==> config.mk <==
export PLATFORM = sky130hd
export DESIGN_NAME = nrx_audio_dac
export DESIGN_NICKNAME = d
export VERILOG_FILES = /design/src/rtl/nrx_audio_pkg.sv /design/src/rtl/nrx_sdm.sv /design/src/rtl/nrx_audio_dac.sv
export SDC_FILE = /design/constraint.sdc
export NUM_CORES = 1
export LEC_CHECK = 0
export ABC_CLOCK_PERIOD_IN_PS = 4600
export CORE_MARGIN = 2
export CORE_UTILIZATION = 60
export CTS_CLUSTER_DIAMETER = 60
export DETAILED_ROUTE_END_ITERATION = 10
export PLACE_DENSITY_LB_ADDON = 0.2
export SYNTH_ARGS = -nofsm -noshare
export SYNTH_HDL_FRONTEND = slang
export SYNTH_SLANG_ARGS = --single-unit
==> constraint.sdc <==
create_clock -name CLK24M -period 4.6 [get_ports CLK24M]
set_clock_uncertainty 0.2 [all_clocks]
set_input_delay 0.46 -clock CLK24M [delete_from_list [all_inputs] [get_ports CLK24M]]
set_output_delay 0.46 -clock CLK24M [all_outputs]
set_load 0.05 [all_outputs]
==> src/rtl/nrx_audio_pkg.sv <==
// nrx_audio_pkg: shared types and constants for the New Rally-X audio DAC.
//   mute_state_e : soft-mute FSM states
//   GAIN_W       : width of the gain register (holds 0..GAIN_MAX)
//   LFSR_SEED/TAPS : dither LFSR constants (used only with NRX_DAC_DITHER_EN)
package nrx_audio_pkg;

    typedef enum logic [1:0] {
        ST_MUTED,
        ST_RAMP_UP,
        ST_UNMUTED,
        ST_RAMP_DOWN
    } mute_state_e;

    localparam int GAIN_W = 6;

    // Galois form of x^16 + x^14 + x^13 + x^11 + 1 (right-shifting).
    localparam logic [15:0] LFSR_SEED = 16'hACE1;
    localparam logic [15:0] LFSR_TAPS = 16'hB400;

endpackage

==> src/rtl/nrx_sdm.sv <==
// nrx_sdm: first-order 1-bit sigma-delta modulator.
//   CLK24M : clock
//   RESET  : synchronous active-high reset
//   PCM    : 8-bit unsigned input level
//   AUDIO  : registered bitstream, ones density = PCM/256
// Optional macro NRX_DAC_DITHER_EN adds a 16-bit Galois LFSR whose two LSBs
// are added into the accumulator sum each cycle.
module nrx_sdm
    import nrx_audio_pkg::*;
(
    input  logic       CLK24M,
    input  logic       RESET,
    input  logic [7:0] PCM,
    output logic       AUDIO
);

    logic [7:0] acc_q, acc_d;
    logic       audio_q, audio_d;

`ifdef NRX_DAC_DITHER_EN
    logic [15:0] lfsr_q, lfsr_d;
    logic [9:0]  sum;

    always_comb begin
        lfsr_d  = {1'b0, lfsr_q[15:1]} ^ (lfsr_q[0] ? LFSR_TAPS : '0);
        sum     = 10'(acc_q) + 10'(PCM) + 10'(lfsr_q[1:0]);
        acc_d   = sum[7:0];
        // Either carry bit counts as an output one.
        audio_d = |sum[9:8];
    end

    always_ff @(posedge CLK24M) begin
        if (RESET) begin
            lfsr_q <= LFSR_SEED;
        end else begin
            lfsr_q <= lfsr_d;
        end
    end
`else
    logic [8:0] sum;

    always_comb begin
        sum     = {1'b0, acc_q} + {1'b0, PCM};
        acc_d   = sum[7:0];
        audio_d = sum[8];
    end
`endif

    always_ff @(posedge CLK24M) begin
        if (RESET) begin
            acc_q   <= '0;
            audio_q <= 1'b0;
        end else begin
            acc_q   <= acc_d;
            audio_q <= audio_d;
        end
    end

    assign AUDIO = audio_q;

endmodule

==> src/rtl/nrx_audio_dac.sv <==
// nrx_audio_dac: output stage after the New Rally-X sound mixer.
// Resamples SND every DIV cycles, applies a soft-mute gain ramp, exports the
// scaled sample with a strobe and drives a 1-bit sigma-delta pin.
//   CLK24M  : clock          RESET   : synchronous active-high reset
//   SND     : mixer sample   MUTE    : 1 = ramp to silence, 0 = ramp to full
//   PCM_OUT : scaled sample  PCM_STB : one-cycle pulse on PCM_OUT update
//   MUTED   : FSM in MUTED   AUDIO   : sigma-delta bitstream
// Optional macro NRX_DAC_DITHER_EN enables LFSR dither inside nrx_sdm.
module nrx_audio_dac
    import nrx_audio_pkg::*;
#(
    parameter int DIV      = 256,
    parameter int GAIN_MAX = 32
) (
    input  logic       CLK24M,
    input  logic       RESET,
    input  logic [7:0] SND,
    input  logic       MUTE,
    output logic [7:0] PCM_OUT,
    output logic       PCM_STB,
    output logic       MUTED,
    output logic       AUDIO
);

    localparam int                 DIV_W     = $clog2(DIV);
    localparam int                 SHIFT     = $clog2(GAIN_MAX);
    localparam logic [DIV_W-1:0]   DIV_LAST  = DIV_W'(DIV - 1);
    localparam logic [DIV_W-1:0]   DIV_ONE   = DIV_W'(1);
    localparam logic [GAIN_W-1:0]  GAIN_FULL = GAIN_W'(GAIN_MAX);
    localparam logic [GAIN_W-1:0]  GAIN_ONE  = GAIN_W'(1);

    logic [DIV_W-1:0]  div_q, div_d;
    logic              tick;
    logic              tick_q;
    logic [7:0]        snd_q;
    logic [7:0]        sample_q;
    logic [GAIN_W-1:0] gain_q, gain_d;
    mute_state_e       state_q, state_d;
    logic              muted_q;
    logic [7:0]        pcm_q;
    logic              stb_q;
    logic [13:0]       product;

    assign tick    = (div_q == DIV_LAST);
    assign div_d   = tick ? '0 : div_q + DIV_ONE;
    assign product = 14'(sample_q) * 14'(gain_q);

    // Gain steps by one per tick; a MUTE change mid-ramp reverses direction
    // from the current gain instead of restarting the ramp.
    always_comb begin
        state_d = state_q;
        gain_d  = gain_q;
        if (tick) begin
            unique case (state_q)
                ST_MUTED: begin
                    if (!MUTE) begin
                        gain_d  = gain_q + GAIN_ONE;
                        state_d = (gain_d == GAIN_FULL) ? ST_UNMUTED : ST_RAMP_UP;
                    end
                end
                ST_UNMUTED: begin
                    if (MUTE) begin
                        gain_d  = gain_q - GAIN_ONE;
                        state_d = (gain_d == '0) ? ST_MUTED : ST_RAMP_DOWN;
                    end
                end
                ST_RAMP_UP, ST_RAMP_DOWN: begin
                    if (MUTE) begin
                        gain_d  = gain_q - GAIN_ONE;
                        state_d = (gain_d == '0) ? ST_MUTED : ST_RAMP_DOWN;
                    end else begin
                        gain_d  = gain_q + GAIN_ONE;
                        state_d = (gain_d == GAIN_FULL) ? ST_UNMUTED : ST_RAMP_UP;
                    end
                end
                default: begin
                    state_d = ST_MUTED;
                    gain_d  = '0;
                end
            endcase
        end
    end

    // Pipeline: tick at T, sample/gain at T+1, PCM_OUT/PCM_STB at T+2.
    always_ff @(posedge CLK24M) begin
        if (RESET) begin
            div_q    <= '0;
            snd_q    <= '0;
            sample_q <= '0;
            gain_q   <= '0;
            state_q  <= ST_MUTED;
            muted_q  <= 1'b1;
            tick_q   <= 1'b0;
            pcm_q    <= '0;
            stb_q    <= 1'b0;
        end else begin
            div_q   <= div_d;
            snd_q   <= SND;
            if (tick) begin
                sample_q <= snd_q;
            end
            gain_q  <= gain_d;
            state_q <= state_d;
            muted_q <= (state_d == ST_MUTED);
            tick_q  <= tick;
            if (tick_q) begin
                pcm_q <= 8'(product >> SHIFT);
            end
            stb_q   <= tick_q;
        end
    end

    nrx_sdm u_sdm (
        .CLK24M (CLK24M),
        .RESET  (RESET),
        .PCM    (pcm_q),
        .AUDIO  (AUDIO)
    );

    assign PCM_OUT = pcm_q;
    assign PCM_STB = stb_q;
    assign MUTED   = muted_q;

endmodule

Word level (Yosys, flattened, before mapping)
Index checks and enable logic that the tools add are counted.
{"block": "totals", "output_inout_bits": 11, "ff_bits": 52}
{"block": "op_classes", "multipliers": 1, "eq_ne": 7, "add_sub_neg": 4, "n_reduce_logical": 6, "n_mux": 11}
{"cell": "2-to-1 mux 6 bit", "count": 3}
{"cell": "one-hot mux 6 bit (3 select lines)", "count": 1}
{"cell": "multiplier 8 x 6 -> 13 bit", "count": 1}
{"cell": "2-to-1 mux 2 bit", "count": 6}
{"cell": "adder 8 x 8 -> 9 bit", "count": 1}
{"cell": "adder 8 x 1 -> 8 bit (second input constant)", "count": 1}
{"cell": "== test 8 bit (second input constant)", "count": 1}
{"cell": "adder 6 x 1 -> 6 bit (second input constant)", "count": 1}
{"cell": "== test 6 bit (second input constant)", "count": 1}
{"cell": "logical NOT 6 bit", "count": 1}
{"cell": "one-hot mux 2 bit (3 select lines)", "count": 1}
{"cell": "subtractor 6 x 1 -> 6 bit (second input constant)", "count": 1}
{"cell": "== test 2 bit (second input constant)", "count": 2}
{"cell": "logical NOT 2 bit", "count": 2}
{"cell": "!= test 2 bit (second input constant)", "count": 2}
{"cell": "OR reduction 2 bit", "count": 2}
{"cell": "AND reduction 3 bit", "count": 1}
{"cell": "== test 2 x 1 -> 1 bit (second input constant)", "count": 1}

Longest topological paths before layout
Gate-level depths: netlist of the first run.
{"block": "depth", "depth_word": 7, "mapped_depth": 15, "ltp_nobuf": 13}

By module
Synthesis of the first run repeated with hierarchy kept, for this count alone.
{"block": "hier_totals", "hier_cells": 434, "hier_area_um2": 3781.1}
{"module": "nrx_audio_dac", "seq_area_each_um2": 860.8, "cells_per_inst": 373, "n_inst": 1, "area_per_inst_um2": 3200.6}
{"module": "nrx_sdm", "seq_area_each_um2": 180.2, "cells_per_inst": 61, "n_inst": 1, "area_per_inst_um2": 580.6}

Worst setup path after synthesis of the first run
No wires, ideal clock.
{"block": "synth_path", "kind": "reg-to-reg", "startpoint": "register gain_q[2]", "endpoint": "register pcm_q[5] (netlist: PCM_OUT[5])", "slack_ns": 0.406, "path_stages_with_launch": 14, "arrival_time_ns": 3.877, "n_path_buf": 2, "period_less_slack_ns": 4.194, "cell_sequence": "dfxtp_1 clkbuf_1 clkbuf_1 nand2_1 fa_1 fa_1 fa_1 inv_1 ha_1 or4_4 a21o_4 a41oi_4 xnor2_1 a22o_1"}
{"block": "synth_between", "elab_chain_len": 1}
{"element": "start: declaration", "line": "nrx_audio_dac.sv:37", "source": "logic [GAIN_W-1:0] gain_q, gain_d;"}
{"element": "start signal: assignment", "line": "nrx_audio_dac.sv:102", "source": "gain_q <= gain_d;"}
{"element": "multiplier 8 x 6 -> 13 bit", "line": "nrx_audio_dac.sv:46", "source": "assign product = 14'(sample_q) * 14'(gain_q);"}
{"element": "end signal: assignment", "line": "nrx_audio_dac.sv:107", "source": "pcm_q <= 8'(product >> SHIFT);"}
{"element": "end: declaration", "line": "nrx_audio_dac.sv:40", "source": "logic [7:0] pcm_q;"}
Every way passes these cells.
A chain may end at the register's enable or synchronous reset.

Worst setup path in the final report of the first run
{"block": "layout_path", "startpoint": "register gain_q[4]", "endpoint": "register pcm_q[6] (netlist: PCM_OUT[6])"}
The elaborated chain is that of the path after synthesis.

==> flow_summary.ini, run 1 <==
[timing]
setup_tns_ns = 0
relSlewSlack_pct = 58.6
period_needed_ns = 4.18
hold_viol_final = 0
finalCritPeriodShare_pct = 90.9
max_freq_mhz = 239
maxSlewViolCount = 0
worst_slew_pin_slew_ns = 0.619
setup_viol = 0
rsz0062_at_grt = false

[power_and_ir_drop]
vdd.ir_drop.worst_mv = 0.238
p_total_uw = 822
p_per_area_mw_per_mm2 = 203
power_leakage_uw = 0.00173

[min_path]
min_path_cells = 2
min_from = snd_q[7]$_SDFF_PP0_
holdPathEnd = sample_q[7]$_SDFFE_PP0P_
hold_path.class = reg2reg

[worst_setup_path]
crit_fanout = 14
startpoint_type = flop
reg2reg_to = PCM_OUT[6]$_SDFFE_PP0P_
cpMostUsedCell = fa_1
worstPathArrival_ns = 4.20
r2r_cells = 12
cp_slowest_cell = dfxtp_1
crit_type = reg2reg
r2r_start = gain_q[4]$_SDFFE_PP0P_
r2r_setup_slack_ns = 0.42
crit_chain = and2_1, fa_1, fa_1, inv_1, fa_1, inv_1, ha_1, o21ai_0, o21bai_2, a41oi_4, or4b_1, o211ai_1
cpPeakStageDelay_ns = 0.61
cp-end-kind = flop
cp.required_ns = 4.62

[clocking]
clock-root-buffer = clkbuf_8
cts-resized-gates = 0
cts_tree = yes
postCtsHoldBufs = 0
path_clk_slew_ns = 0.10
cts_buffers = 5
clk_path_buf_depth = 2
post_cts_buffers = 0
cts.sinks = 52
clock_latency_ns = 0.31
h-tree-depth = 2

[logic_synthesis]
synth_ff_type = dfxtp_1
synth_edf_count = 0
synth_top_area_share_pct = 28.2
synth_top_area_cell = dfxtp_1
yosysSeqAreaShare_pct = 28.2
ys_top_cells_by_area = dfxtp_1 28%, fa_1 13%, ha_1 10%
synth_common_cells = 52 x dfxtp_1, 47 x inv_1, 45 x nand2_1
ys_ff_latch = 52
syn_area_per_cell_sq_um = 8.70
syn_nets = 489
synthesis.instances = 424
ys_types = 55
yosysMostFrequentCell = dfxtp_1
synth-async-reset-ratio_pct = 0
ys_warn_count = 0
synth_area_sq_mm = 0.00369

[routing]
drc_errors = 0
drt_iter0_markers = 185
drt_first_pass_iters = 4
wl_per_cell_microns = 14.1
drt_wl_total_microns = 7210
routed_via_density = 5.52
vias = 2833
antenna_left = 0

[final_layout]
multiInputGateArea_sq_mm = 0.00240
nNetsFinal = 502
fill_cells = 498
final_area_sq_mm = 0.00405
antenna_cells = 0
regArea_sq_mm = 0.00104
instances_no_fill = 513
syn_to_final_growth_pct = 9.67
drive_above_1_share_pct = 4.34

[global_routing]
grt_max_degree = 35
overflow = 0
grt_pass1_vias = 2648
grt_use_total_pct = 23.1
grt_pass1_wl_microns = 12000
antenna_found_initial = 0

[flow_run]
max_cap_viol_count = 0

[placed_design]
hpwl_microns = 5430
placed_area_sq_mm = 0.00395
io_buffers = 21
place_inst = 505
gp_congestion = 0.813

[floorplanning]
initial_core_util_pct = 62.3
die_area_sq_mm = 0.00679
core_area_sq_mm = 0.00592
die_y_microns = 82.4
rows = 28
io_pins = 22
die_x_microns = 82.4

[outcome]
status = completed
report_power, final:
part           switching [uW]  internal (uW)
Clock                     159            111
Combinational            40.6           35.5
Sequential               13.2            462
Total                     213            609
worst max-delay path by stage:
stage	from	end	slack, ns	cells past startpoint
after CTS	gain_q[4]$_SDFFE_PP0P_	PCM_OUT[6]$_SDFFE_PP0P_	0.41	12
after floorplan	gain_q[2]$_SDFFE_PP0P_	PCM_OUT[5]$_SDFFE_PP0P_	0.41	13
after detailed placement	gain_q[4]$_SDFFE_PP0P_	PCM_OUT[6]$_SDFFE_PP0P_	0.46	12
after global routing	gain_q[4]$_SDFFE_PP0P_	PCM_OUT[6]$_SDFFE_PP0P_	0.18	12
after global placement	gain_q[4]$_SDFFE_PP0P_	PCM_OUT[6]$_SDFFE_PP0P_	0.56	12
final	gain_q[4]$_SDFFE_PP0P_	PCM_OUT[6]$_SDFFE_PP0P_	0.42	12
cell type report:
type / count / area share [%]
clock buffers: 5 / 1.70
multi-input cells: 306 / 59.3
clock inverters: 3 / 0.650
well taps: 75 / 2.32
inverters: 47 / 4.36
flip-flops and latches: 52 / 25.7
repair buffers: 25 / 5.94
kinds of logic (layout without fill, tap and decap cells):
| kind of cell | count (synthesis) | count (layout) | synth area share, % |
|---|---|---|---|
| buffers and inverters | 66 | 80 | 6.75 |
| adder cells (fa/ha/maj) | 54 | 54 | 23.2 |
| XOR/XNOR | 24 | 24 | 5.70 |
| multiplexers | 7 | 7 | 2.00 |
| flip-flops | 52 | 52 | 28.2 |
| AO/OA/AOI/OAI | 62 | 62 | 11.8 |
| AND/OR/NAND/NOR | 159 | 159 | 22.3 |
cell usage in the layout, fill, tap and decap left out, types with 2 or more instances in the layout:
master / Yosys / layout
and4_1: 3 / 3
dfxtp_1: 52 / 52
clkinv_4: 0 / 2
nand3b_1: 2 / 2
a22o_1: 3 / 3
nand2_1: 45 / 45
xnor2_1: 15 / 15
inv_1: 47 / 47
o211ai_1: 3 / 3
a21oi_1: 17 / 17
clkdlybuf4s50_1: 0 / 21
and2_1: 32 / 32
ha_1: 30 / 30
mux2i_1: 4 / 4
buf_4: 0 / 4
mux2_2: 3 / 3
or2_1: 2 / 2
a31oi_1: 3 / 3
clkbuf_8: 0 / 5
nor2b_1: 12 / 12
nand4_1: 2 / 2
or3_1: 3 / 3
nand3_1: 7 / 7
a211oi_1: 4 / 4
nor4_1: 3 / 3
and3_1: 5 / 5
nor3_1: 9 / 9
nor2_1: 27 / 27
o21bai_1: 2 / 2
o21ai_1: 4 / 4
xor2_1: 9 / 9
o21ai_0: 9 / 9
fa_1: 24 / 24
per-stage QoR:
| stage | worst slack (ns) | hold slack (ns) | utilization (%) |
|---|---|---|---|
| 2_1_floorplan | 0.406 | 0.217 | - |
| 3_3_place_gp | 0.558 | 0.226 | 66.7 |
| 3_5_place_dp | 0.460 | 0.235 | 66.7 |
| 4_1_cts | 0.411 | 0.238 | 68.3 |
| 5_1_grt | 0.178 | 0.271 | 68.3 |
| 6_report | 0.420 | 0.240 | 68.3 |
worst max-delay path: cells and delay by family (launching register included):
kind,cells,cell delay (ns)
AOI/OAI and AO/OA,4,0.63
DFF,1,0.61
buffers and inverters,2,0.09
and+or+nand+nor,2,0.71
adders and majority gates,4,1.86
registers in the layout, summed over array words and instances, names as in the netlist:
signal,cells
PCM_OUT,8
div_q,8
sample_q,8
snd_q,8
u_sdm.acc_q,8
gain_q,6
state_q,2
MUTED,1
PCM_STB,1
tick_q,1
u_sdm.AUDIO,1
routing by layer:
layer | GRT usage [%] | up-vias | part of all wire (%)
met5 | 0 | - | 0
met2 | 37.9 | 35 | 47
met4 | 5.50 | 0 | 0.94
li1 | - | 1431 | -
met3 | 3.15 | 7 | 2.7
met1 | 32.4 | 1360 | 49
(Power assumes the default switching activity.)
==> run 2: changes to the inputs <==
CAP_MARGIN = 10   (was default)
==> results of run 2 <==
The final DEF is identical to that of run 1; final timing and power are the same.
